**src/rtl/alu_serial_seq.sv**
```systemverilog
`default_nettype none
// ============================================================================
//  Module      : alu_serial_seq
//  Description : Bit-serial sequencer for a 1-bit ALU slice. Latches two
//                operands and slice controls, then feeds the slice one bit
//                per clock (LSB first). It chains the carry through a
//                register, assembles the result and flags, and pulses DONE.
//  Revision    : 1.0 - initial release
// ============================================================================
module alu_serial_seq #(
   parameter int WIDTH = 8,
   parameter int CNT_W = 4
) (
   input  logic             CLK,
   input  logic             RST,
   input  logic             START,
   input  logic [WIDTH-1:0] OPA,
   input  logic [WIDTH-1:0] OPB,
   input  logic             ENA_IN,
   input  logic             ENB_IN,
   input  logic             INVA_IN,
   input  logic [1:0]       F_IN,
   input  logic             INC,
   input  logic             ALU_OUT,
   input  logic             ALU_COUT,
   output logic             ALU_A,
   output logic             ALU_B,
   output logic             ALU_ENA,
   output logic             ALU_ENB,
   output logic             ALU_INVA,
   output logic             ALU_F0,
   output logic             ALU_F1,
   output logic             ALU_CIN,
   output logic             BUSY,
   output logic             DONE,
   output logic [WIDTH-1:0] RESULT,
   output logic             COUT,
   output logic             ZERO,
   output logic             NEG
);

   typedef enum logic [1:0] {
      ST_IDLE = 2'd0,
      ST_RUN  = 2'd1,
      ST_FIN  = 2'd2
   } state_t;

   // Counter value during the cycle that processes the MSB
   localparam logic [CNT_W-1:0] C_LAST_BIT = CNT_W'(WIDTH - 1);

   state_t             state_q,  state_d;
   logic [WIDTH-1:0]   sha_q,    sha_d;
   logic [WIDTH-1:0]   shb_q,    shb_d;
   logic               ena_q,    ena_d;
   logic               enb_q,    enb_d;
   logic               inva_q,   inva_d;
   logic [1:0]         f_q,      f_d;
   logic               carry_q,  carry_d;
   logic [CNT_W-1:0]   cnt_q,    cnt_d;
   logic [WIDTH-1:0]   result_q, result_d;
   logic               cout_q,   cout_d;
   logic               zero_q,   zero_d;
   logic               neg_q,    neg_d;

   logic               w_run;

   // State and datapath registers, synchronous reset to all-zero / IDLE
   always_ff @(posedge CLK) begin
      if (RST) begin
         state_q  <= ST_IDLE;
         sha_q    <= '0;
         shb_q    <= '0;
         ena_q    <= 1'b0;
         enb_q    <= 1'b0;
         inva_q   <= 1'b0;
         f_q      <= 2'b00;
         carry_q  <= 1'b0;
         cnt_q    <= '0;
         result_q <= '0;
         cout_q   <= 1'b0;
         zero_q   <= 1'b0;
         neg_q    <= 1'b0;
      end else begin
         state_q  <= state_d;
         sha_q    <= sha_d;
         shb_q    <= shb_d;
         ena_q    <= ena_d;
         enb_q    <= enb_d;
         inva_q   <= inva_d;
         f_q      <= f_d;
         carry_q  <= carry_d;
         cnt_q    <= cnt_d;
         result_q <= result_d;
         cout_q   <= cout_d;
         zero_q   <= zero_d;
         neg_q    <= neg_d;
      end
   end

   // Next-state logic: capture in IDLE, shift one bit per RUN cycle, one FIN cycle
   always_comb begin
      state_d  = state_q;
      sha_d    = sha_q;
      shb_d    = shb_q;
      ena_d    = ena_q;
      enb_d    = enb_q;
      inva_d   = inva_q;
      f_d      = f_q;
      carry_d  = carry_q;
      cnt_d    = cnt_q;
      result_d = result_q;
      cout_d   = cout_q;
      zero_d   = zero_q;
      neg_d    = neg_q;

      case (state_q)
         ST_IDLE: begin
            if (START) begin
               sha_d    = OPA;
               shb_d    = OPB;
               ena_d    = ENA_IN;
               enb_d    = ENB_IN;
               inva_d   = INVA_IN;
               f_d      = F_IN;
               carry_d  = INC;
               cnt_d    = '0;
               result_d = '0;
               cout_d   = 1'b0;
               zero_d   = 1'b0;
               neg_d    = 1'b0;
               state_d  = ST_RUN;
            end
         end
         ST_RUN: begin
            result_d = {ALU_OUT, result_q[WIDTH-1:1]};
            sha_d    = sha_q >> 1;
            shb_d    = shb_q >> 1;
            carry_d  = ALU_COUT;
            cnt_d    = cnt_q + CNT_W'(1);
            if (cnt_q == C_LAST_BIT) begin
               // Flags are taken from the completed result so they are
               // already valid in the cycle that DONE is high.
               cout_d  = ALU_COUT;
               zero_d  = (result_d == '0);
               neg_d   = ALU_OUT;
               state_d = ST_FIN;
            end
         end
         ST_FIN: begin
            state_d = ST_IDLE;
         end
         default: begin
            state_d = ST_IDLE;
         end
      endcase
   end

   // Slice drive is forced to zero outside RUN (AND mode, output 0)
   always_comb begin
      w_run    = (state_q == ST_RUN);
      ALU_A    = w_run & sha_q[0];
      ALU_B    = w_run & shb_q[0];
      ALU_CIN  = w_run & carry_q;
      ALU_ENA  = w_run & ena_q;
      ALU_ENB  = w_run & enb_q;
      ALU_INVA = w_run & inva_q;
      ALU_F0   = w_run & f_q[0];
      ALU_F1   = w_run & f_q[1];
      BUSY     = w_run;
      DONE     = (state_q == ST_FIN);
      RESULT   = result_q;
      COUT     = cout_q;
      ZERO     = zero_q;
      NEG      = neg_q;
   end

endmodule
`default_nettype wire

```
**config.mk**
```make
export PLATFORM = sky130hd
export DESIGN_NAME = alu_serial_seq
export DESIGN_NICKNAME = d
export VERILOG_FILES = /design/src/rtl/alu_serial_seq.sv
export SDC_FILE = /design/constraint.sdc
export NUM_CORES = 1
export LEC_CHECK = 0
export CAP_MARGIN = 5
export CORE_UTILIZATION = 46
export CTS_CLUSTER_DIAMETER = 120
export CTS_CLUSTER_SIZE = 14
export DETAILED_ROUTE_END_ITERATION = 12
export MAX_ROUTING_LAYER = met4
export PLACE_DENSITY = 0.78
export SETUP_SLACK_MARGIN = 0.4
export SLEW_MARGIN = 30
export SYNTH_ARGS = -nofsm -noshare
export SYNTH_HDL_FRONTEND = slang
export SYNTH_SLANG_ARGS = --single-unit
```
**constraint.sdc**
```tcl
create_clock -name CLK -period 1.6 [get_ports CLK]
set_clock_uncertainty 0.1 [all_clocks]
set_input_delay 0.32 -clock CLK [delete_from_list [all_inputs] [get_ports CLK]]
set_output_delay 0.32 -clock CLK [all_outputs]
set_load 0.005 [all_outputs]
```
==> results.yml <==
cells_and_area:
  area.sequential_um2: 802
  finalInstanceArea_mm2: 0.00283
  diodes: 0
  finalNonFillerCells: 307
  drive_gt1_frac: 0.521
  fillers: 194
  finish.utilization: 0.842
  final_net_count: 290
  multiInputGateArea_mm2: 0.00108
  area_growth_pct: 72.8
status:
  status: "finished with violations"
  violations: "negative setup slack"
logic_synthesis:
  synth-seq-cells: 39
  synth_top_family_by_area: "compound AO/OA/AOI/OAI gates"
  synth_fa_ha_area_frac: 0.00763
  yosysSeqAreaShare: 0.476
  synth.most_common_cell: "dfxtp_1"
  muxShareOfSynthArea: 0.0305
  synth_area_per_cell_um2: 8.91
  synth_cells: 184
  synth_nets: 212
  async_flop_share: 0
  syn_area_mm2: 0.00164
  ys_warn_count: 0
  netlist-cell-type-count: 34
  synth.top_cell.area_share: 0.476
  synth_top_area_cell: "dfxtp_1"
  synthSimpleGateAreaFrac: 0.210
  yosys-top-cells-area: "dfxtp_1 (48%), nor2_1 (7.3%), a211oi_1 (6.9%), a21oi_1 (5.2%), a22oi_1 (4.6%)"
  synth_edf_count: 0
  synth_common_cells: "dfxtp_1 (39), nor2_1 (32), nand2_1 (18), a21oi_1 (17), a211oi_1 (15)"
  synth-main-ff-cell: "dfxtp_1"
  synth_compound_area_frac: 0.219
  synth_xor_area_frac: 0
sta:
  finalCritPeriodShare: 1.07
  setup_viol: 8
  slew_headroom: 0.737
  fin_crit_ns: 1.71
  rsz0062_at_grt: "true"
  holdWs_ns: 0.386
  fmax_mhz: 583
  slew_violations: 0
  setup_slack_ns: -0.114
  worst_pin_slew_ns: 0.391
  hold_violations: 0
clocking:
  clkSinkCount: 39
  cts.clk_slew.worst_paths_ns: 0.11
  cts_root_buf: "clkbuf_4"
  ctsHoldBuffers: 0
  htree_num_levels: 2
  numCtsBuffers: 5
  clock_path_buffers: 2
  clk_latency_ns: 0.35
  tritoncts: "yes"
critical_path:
  crit_slowest_cell: "dfxtp_2"
  arrival_ns: 1.29
  worst_setup_path_start_kind: "register"
  end_kind: "primary output"
  slowest_delay_ns: 0.35
  worstSetupPathType: "register to primary output"
  cp_top_family: "flip-flops"
  cp_max_fo: 3
  crit_buf_inv: 3
  worstPathRequired_ns: 1.18
  rrSetupSlack_ns: 0
  crit_chain: "nand2b_4 > inv_6 > buf_12 > and2_4 > buf_6"
pwr:
  swShare: 0.294
  leakagePower_nw: 1.16
  power.internal_mw: 1.47
  power_mw: 2.09
  seq_power_share: 0.516
  power.clock.fraction: 0.219
  switchingPower_mw: 0.613
  power_density_mw_per_mm2: 737
  combPwrFrac: 0.265
  ir_worst_vdd_mv: 0.586
floorplan:
  ios: 48
  design.die.area_mm2: 0.00381
  core_area_mm2: 0.00336
  fp.dieH_um: 61.7
  start_util: 0.487
  rows: 21
  fp.dieW_um: 61.7
routing:
  vias: 1771
  first_pass_iters: 8
  wl_per_cell_um: 18.6
  via_per_inst: 5.77
  drt_wl_total_um: 5710
  drc: 0
  postRouteAntennaNets: 0
  drt_first_iter_violations: 132
grt:
  grt_pass1_wl_um: 7510
  grt_overflow: 0
  antenna_found_initial: 0
  globalRouteTotalUtil: 0.289
  grt_start_max_net_pins: 20
  grt_pass1_vias: 1623
placement:
  gp_congestion: 0.746
  place_area_mm2: 0.00224
  dp.cells: 277
  dpl.hpwl_um: 2710
  port-buffer-count: 47
flow_run:
  drv_cap: 0
hold_path:
  hold_path_class: "register to register"
registers in the layout (all words and copies together) (netlist names), 2 cells and up:
signal and flops:
sha_q 8, state_q 2, f_q 2, cnt_q 4
RESULT 8, shb_q 8
area by class of cell:
type                            instances  share of cell area
Clock buffer                            6              0.0146
Tap cell                               46              0.0203
Inverter                                1             0.00398
Timing Repair Buffer                   84               0.294
Timing Repair inverter                  1             0.00309
Multi-Input combinational cell        130               0.381
Sequential cell                        39               0.283
repair_timing:
action | in CTS | in global routing
pin swaps | 45 | 7
buffers inserted | 18 | 3
setup endpoints to repair | 59 | 60
hold endpoints to repair | 0 | 0
cloned | 3 | 0
gates resized for setup | 165 | 21
worst paths after layout:
path,start,to,depth (start not counted)
worst max-delay path,state_q[1],ALU_B,5
worst min-delay path,ZERO,ZERO,1
worst max register to register,state_q[1],sha_q[3],8
worst min register to register,ZERO,ZERO,1
worst register-to-register path: stages (launching register included):
cell and delay [ns]:
dfxtp_2 0.34, nand2b_4 0.19, inv_6 0.09, buf_12 0.09, buf_4 0.12, buf_6 0.12, buf_8 0.14, a21oi_2 0.07
a211oi_1 0.25
placed cells by master, fill, tap and decap left out, types with 2 or more instances in the layout:
master | netlist | routed
a211oi_1 | 15 | 6
a211oi_2 | 0 | 9
a21oi_2 | 0 | 9
a21oi_4 | 0 | 8
a22o_1 | 2 | 2
a22oi_2 | 0 | 10
and2_4 | 0 | 8
buf_12 | 0 | 3
buf_2 | 5 | 8
buf_4 | 2 | 21
buf_6 | 3 | 23
buf_8 | 0 | 2
clkbuf_4 | 0 | 5
clkdlybuf4s50_1 | 0 | 25
dfxtp_1 | 39 | 24
dfxtp_2 | 0 | 14
mux2i_1 | 5 | 5
nand2_1 | 18 | 16
nand2_2 | 0 | 2
nand3b_1 | 2 | 2
nor2_1 | 32 | 32
nor4_1 | 2 | 2
power groups by stage:
stage	registers (mW)	clock network, mW	logic, mW
after floorplan	1.07	0	0.202
after global placement	1.08	0	0.331
after detailed placement	1.08	0	0.340
after CTS	1.07	0.452	0.485
after global routing	1.08	0.491	0.587
final	1.08	0.456	0.554
routing by layer:
layer | wire length, um | vias to the layer above | GRT usage | part of all wire
met5 | 0 | - | - | 0
met4 | 139 | 0 | 0.114 | 0.024
met3 | 283 | 20 | 0.0725 | 0.050
met2 | 3050 | 63 | 0.485 | 0.53
met1 | 2240 | 881 | 0.330 | 0.39
li1 | - | 807 | - | -
logic make-up (layout without fill, tap and decap cells):
kind of cell,count (synthesis),after routing
mux,5,5
compound gates,51,51
fa+ha+maj,1,1
flops,39,39
buf+inv,15,92
simple gates,73,73
per-stage QoR:
| step | TNS [ns] | setup slack (ns) |
|---|---|---|
| after floorplan | 0 | 0.367 |
| after global placement | -0.965 | -0.120 |
| after detailed placement | -1.68 | -0.166 |
| after CTS | -0.516 | -0.0891 |
| after global routing | -1.02 | -0.154 |
| final | -0.651 | -0.114 |
No activity file was read; power rests on OpenSTA's default activity.
==> RTL edit 1: new RTL, same settings <==
Take the reset off `result_q` and load it in a clocked block of its own.
--- a/src/rtl/alu_serial_seq.sv
+++ b/src/rtl/alu_serial_seq.sv
@@ -77,5 +77,4 @@
          carry_q  <= 1'b0;
          cnt_q    <= '0;
-         result_q <= '0;
          cout_q   <= 1'b0;
          zero_q   <= 1'b0;
@@ -91,9 +90,12 @@
          carry_q  <= carry_d;
          cnt_q    <= cnt_d;
-         result_q <= result_d;
          cout_q   <= cout_d;
          zero_q   <= zero_d;
          neg_q    <= neg_d;
       end
+   end
+
+   always_ff @(posedge CLK) begin
+      result_q <= result_d;
    end
 
Formal check against the unedited RTL: differs if RST is asserted again (counterexample within 4 cycles, from zero or initial values and one cycle with RST high); with RST held inactive, the same outputs for 10 cycles.
==> RTL edit 1 against the original RTL <==
The flow still finishes with violations (negative setup slack); sequential share of layout area shrank 1.9 points; synthesized cell count decreased by 5.4%; area after synthesis up 2.1%; utilization increased by 12 points; sequential cell count unchanged; cell area up 16%; total power grew 23%; cell count rose by 4.9%; count of clock-buffer cells in the layout stayed put; setup slack worse by 73 ps; maximum frequency fell by 4.1%; wire length rose by 59%; largest cell class is now non-clock buffers.
==> RTL edit 1: results (changes against the original RTL) <==
Parameter                              Value

Pwr
  VDD IR-drop max ... 0.624 mV (was 0.586 mV)
  LEAKAGE ... 1.38 nW (was 1.16 nW)

Hold path
  Number of instances on the worst hold path ... 3 (was 1)
  End of the worst hold path ... shb_q[2]$_SDFFE_PP0P_ (was ZERO$_SDFFE_PP0P_)
  Worst hold-check path type ... in -> reg (was reg -> reg)
  Beginning of the worst hold path ... OPB[2] (was ZERO$_SDFFE_PP0P_)

Clocking
  Worst skew pair latency ... 380 ps (was 350 ps)
  Clock transition at path regs ... 140 ps (was 110 ps)

Layout
  Fraction of layout instances using a drive strength above 1 ... 0.583 (was 0.521)
  Sequential Area ... 870 sq um (was 802 sq um)
  Multi-input gates ... 121 (was 130)
  Fillcell total ... 69 (was 194)
  Non-clock buffer total of the final layout ... 105 (was 84)

Yosys
  Post-Synthesis Net Count ... 202 (was 212)
  Fraction of synthesized area in multiplexers ... 0.0359 (was 0.0305)
  Main area contributors after synthesis ... dfxtp_1 (37%), edfxtp_1 (14%), a211oi_1 (6.7%), and2_1 (6.0%), a21oi_1 (5.4%) (was dfxtp_1 (48%), nor2_1 (7.3%), a211oi_1 (6.9%), a21oi_1 (5.2%), a22oi_1 (4.6%))
  Arithmetic-cell share of the synthesized area counting full adders, half adders and majority gates ... 0.00747 (was 0.00763)
  Area fraction in compound gates after synthesis ... 0.170 (was 0.219)

Timing
  Setup violation total in the final timing report ... 22 (was 8)
  Post-route setup TNS ... -1700 ps (was -651 ps)
  Crit path setup slack, layout ... -187 ps (was -114 ps)
  Normalized max-slew margin ... 0.641 (was 0.737)

Detailed routing
  DRC violation total after the first TritonRoute iteration ... 178 (was 132)
  DR WL met3 ... 924 um (was 283 um)
  Detailed-routed wire length on met2 ... 4190 um (was 3050 um)
  Number of vias per cell after detailed routing ... 6.52 (was 5.77)

Global route
  Met3 capacity usage during global routing ... 0.0680 (was 0.0725)
  Number of global-route vias before repair ... 1,984 (was 1,623)
  Met2 demand-to-capacity share in global routing ... 0.626 (was 0.485)

Worst setup path
  Setup crit end ... f_q[1]$_SDFFE_PP0P_ (was ALU_B)
  Arrival time at the worst endpoint ... 1940 ps (was 1290 ps)
  Family with the most delay on the worst path ... buffers and inverters (was flip-flops)
  Reg2Reg Depth ... 7 (was 8)

Outcome
  Violations in the final reports ... negative setup slack (unchanged)
  Status ... finished with violations (unchanged)

Place
  Last weighted congestion value of the routability-driven placer ... 0.787 (was 0.746)
RTL edit 1: per-stage QoR:
stage | hold slack [ps] | cells | util | cell area, sq um | worst slack (ps)
2_1_floorplan | 293 | 174 | - | 1740 | 367
3_3_place_gp | 351 | 269 | 0.675 | 2310 | -123
3_5_place_dp | 371 | 269 | 0.675 | 2310 | -153
4_1_cts | 377 | 311 | 0.873 | 2980 | -98.7
5_1_grt | 402 | 322 | 0.964 | 3290 | -197
6_report | 411 | 322 | 0.964 | 3290 | -187
RTL edit 1: report_power, final:
group	switching, mW	internal (mW)
Sequential	0.0780	1.08
Combinational	0.392	0.476
Clock	0.375	0.170
RTL edit 1: cells by family after synthesis:
group / count (synthesis)
buffers and inverters: 14
flip-flops: 39
adder cells (fa/ha/maj): 1
multiplexers: 6
AO/OA/AOI/OAI: 42
AND/OR/NAND/NOR: 72
RTL edit 1: timing repair:
item	CTS	global route
cloned	9	0
buffers inserted	25	11
pin swaps	42	20
resized for setup	156	43
setup endpoints to repair	67	68
==> RTL edit 2: new RTL, config.mk and constraints unchanged <==
Without the edit above. Change the parameter `WIDTH` from 8 to 9.
--- a/src/rtl/alu_serial_seq.sv
+++ b/src/rtl/alu_serial_seq.sv
@@ -9,5 +9,5 @@
 // ============================================================================
 module alu_serial_seq #(
-   parameter int WIDTH = 8,
+   parameter int WIDTH = 9,
    parameter int CNT_W = 4
 ) (
Interface: changed (resized OPA, OPB and RESULT); port bits go from 48 to 51. The function was not compared with the original's and may differ.
==> RTL edit 2 against the original RTL <==
The run still ends with negative setup slack left; sequential share of layout area decreased by 2.6 points; area after synthesis increased by 21%; via count increased by 21%; sequential cell count increased by 3; first-iteration DRC count increased by 23%; setup slack improved by 65 ps; total power increased by 25%; combinational power increased by 12%; cell area increased by 19%; cell count increased by 23%; die area increased by 21%; synthesized cell count increased by 28%; wire length increased by 22%; hold slack got worse by 15 ps.
==> RTL edit 2: results (changes against the original RTL) <==
Parameter                              Value

Hold path
  Number of instances on the worst hold path ... 2 (was 1)
  Beginning of the worst hold path ... enb_q$_SDFFE_PP0P_ (was ZERO$_SDFFE_PP0P_)

Place
  Port Buffer Count ... 50 (was 47)
  Last weighted congestion value of the routability-driven placer ... 0.763 (was 0.746)
  Post-detailed-placement half-perimeter wirelength ... 3190 um (was 2710 um)
  Setup Slack @ Placement ... -225 ps (was -166 ps)

Global route
  Maximum number of pins on one net before global-route repair ... 18 (was 20)
  Met1 demand-to-capacity share in global routing ... 0.336 (was 0.330)
  Met2 demand-to-capacity share in global routing ... 0.450 (was 0.485)
  Total Routing Usage GR ... 0.282 (was 0.289)
  Met3 capacity usage during global routing ... 0.0676 (was 0.0725)
  Global-route wire length before repair ... 9090 um (was 7510 um)

Clocking
  Clock root buffer master ... clkbuf_8 (was clkbuf_4)
  Worst skew pair latency ... 310 ps (was 350 ps)

Timing
  Fmax ... 606 MHz (was 583 MHz)
  Normalized max-slew margin ... 0.751 (was 0.737)
  Crit path setup slack, layout ... -49.2 ps (was -114 ps)
  Setup violation total in the final timing report ... 4 (was 8)

Worst setup path
  Reg-to-reg critical path endpoint ... ZERO$_SDFFE_PP0P_ (was sha_q[3]$_SDFFE_PP0P_)
  Setup crit end ... ALU_CIN (was ALU_B)
  Arrival time at the worst endpoint ... 1230 ps (was 1290 ps)

Outcome
  Violations in the final reports ... negative setup slack (unchanged)
  Status ... finished with violations (unchanged)

Pwr
  VDD IR-drop max ... 0.760 mV (was 0.586 mV)
  LEAKAGE ... 1.38 nW (was 1.16 nW)
  Comb power ... 0.622 mW (was 0.554 mW)

Detailed routing
  Initial DRT Pass Iterations ... 4 (was 8)
  DRC violation total after the first TritonRoute iteration ... 162 (was 132)
  Number of vias per cell after detailed routing ... 5.64 (was 5.77)
  Routed wire length ... 6970 um (was 5710 um)

Yosys
  Fraction of synthesized area in multiplexers ... 0.00504 (was 0.0305)
  Arithmetic-cell share of the synthesized area counting full adders, half adders and majority gates ... 0.0126 (was 0.00763)
  Post-Synthesis Net Count ... 266 (was 212)
  Main area contributors after synthesis ... dfxtp_1 (42%), a21oi_1 (8.1%), nor2_1 (6.4%), a22oi_1 (4.5%), or3b_1 (4.4%) (was dfxtp_1 (48%), nor2_1 (7.3%), a211oi_1 (6.9%), a21oi_1 (5.2%), a22oi_1 (4.6%))
  Sequential element share of the synthesized area ... 0.423 (was 0.476)

Layout
  Final nets ... 360 (was 290)
## RTL edit 2: changes by cell type after synthesis, moves of 4 or more
cell      before  now
a21oi_1       17   32
a211oi_1      15    1
nand2b_1       1   11
or3b_1         0   10
inv_1          0    9
nor3_1         1   10
nand2_1       18   11
o221a_2        0    7
o211ai_1       0    5
mux2i_1        5    1
## RTL edit 2: cell families after synthesis
kind of cell | Yosys count
AND/OR/NAND/NOR | 96
AO/OA/AOI/OAI | 63
flip-flops | 42
buffers and inverters | 31
adder cells (fa/ha/maj) | 2
multiplexers | 1
## RTL edit 2: worst register-to-register path, cell delays in order (launching register included)
cell and delay [ps]:
dfxtp_2 340, nand2b_4 180, inv_4 50, buf_6 110, buf_4 130, buf_6 120
buf_6 130, a21oi_4 120, mux2i_1 240
## RTL edit 2: routing by layer
layer | wire length, um | vias up
met1 | 2980 | 1018
met5 | 0 | -
met2 | 3450 | 94
met3 | 378 | 17
li1 | - | 1008
met4 | 162 | 0
## RTL edit 2: final cells by class
cell class	count	area (sq um)
clock buffers	7	108
repair buffers	105	951
multi-input cells	164	1330
well taps	50	62.6
fillers	228	721
inverters	10	42.5
flip-flops and latches	42	866
repair inverters	1	6.26
## RTL edit 2: through the flow
step | cell area [sq um] | hold WS, ps | instances | power (mW)
4_1_cts | 3030 | 368 | 364 | 2.48
2_1_floorplan | 2030 | 334 | 235 | 1.43
3_5_place_dp | 2600 | 352 | 333 | 1.58
3_3_place_gp | 2600 | 346 | 333 | 1.57
6_report | 3370 | 371 | 379 | 2.61
5_1_grt | 3370 | 388 | 379 | 2.70
## RTL edit 2: timing repair
item / CTS / global route
pin swaps: 22 / 31
setup buffers: 19 / 15
cloned: 5 / 0
setup endpoints to repair: 63 / 54
gates resized for setup: 149 / 64
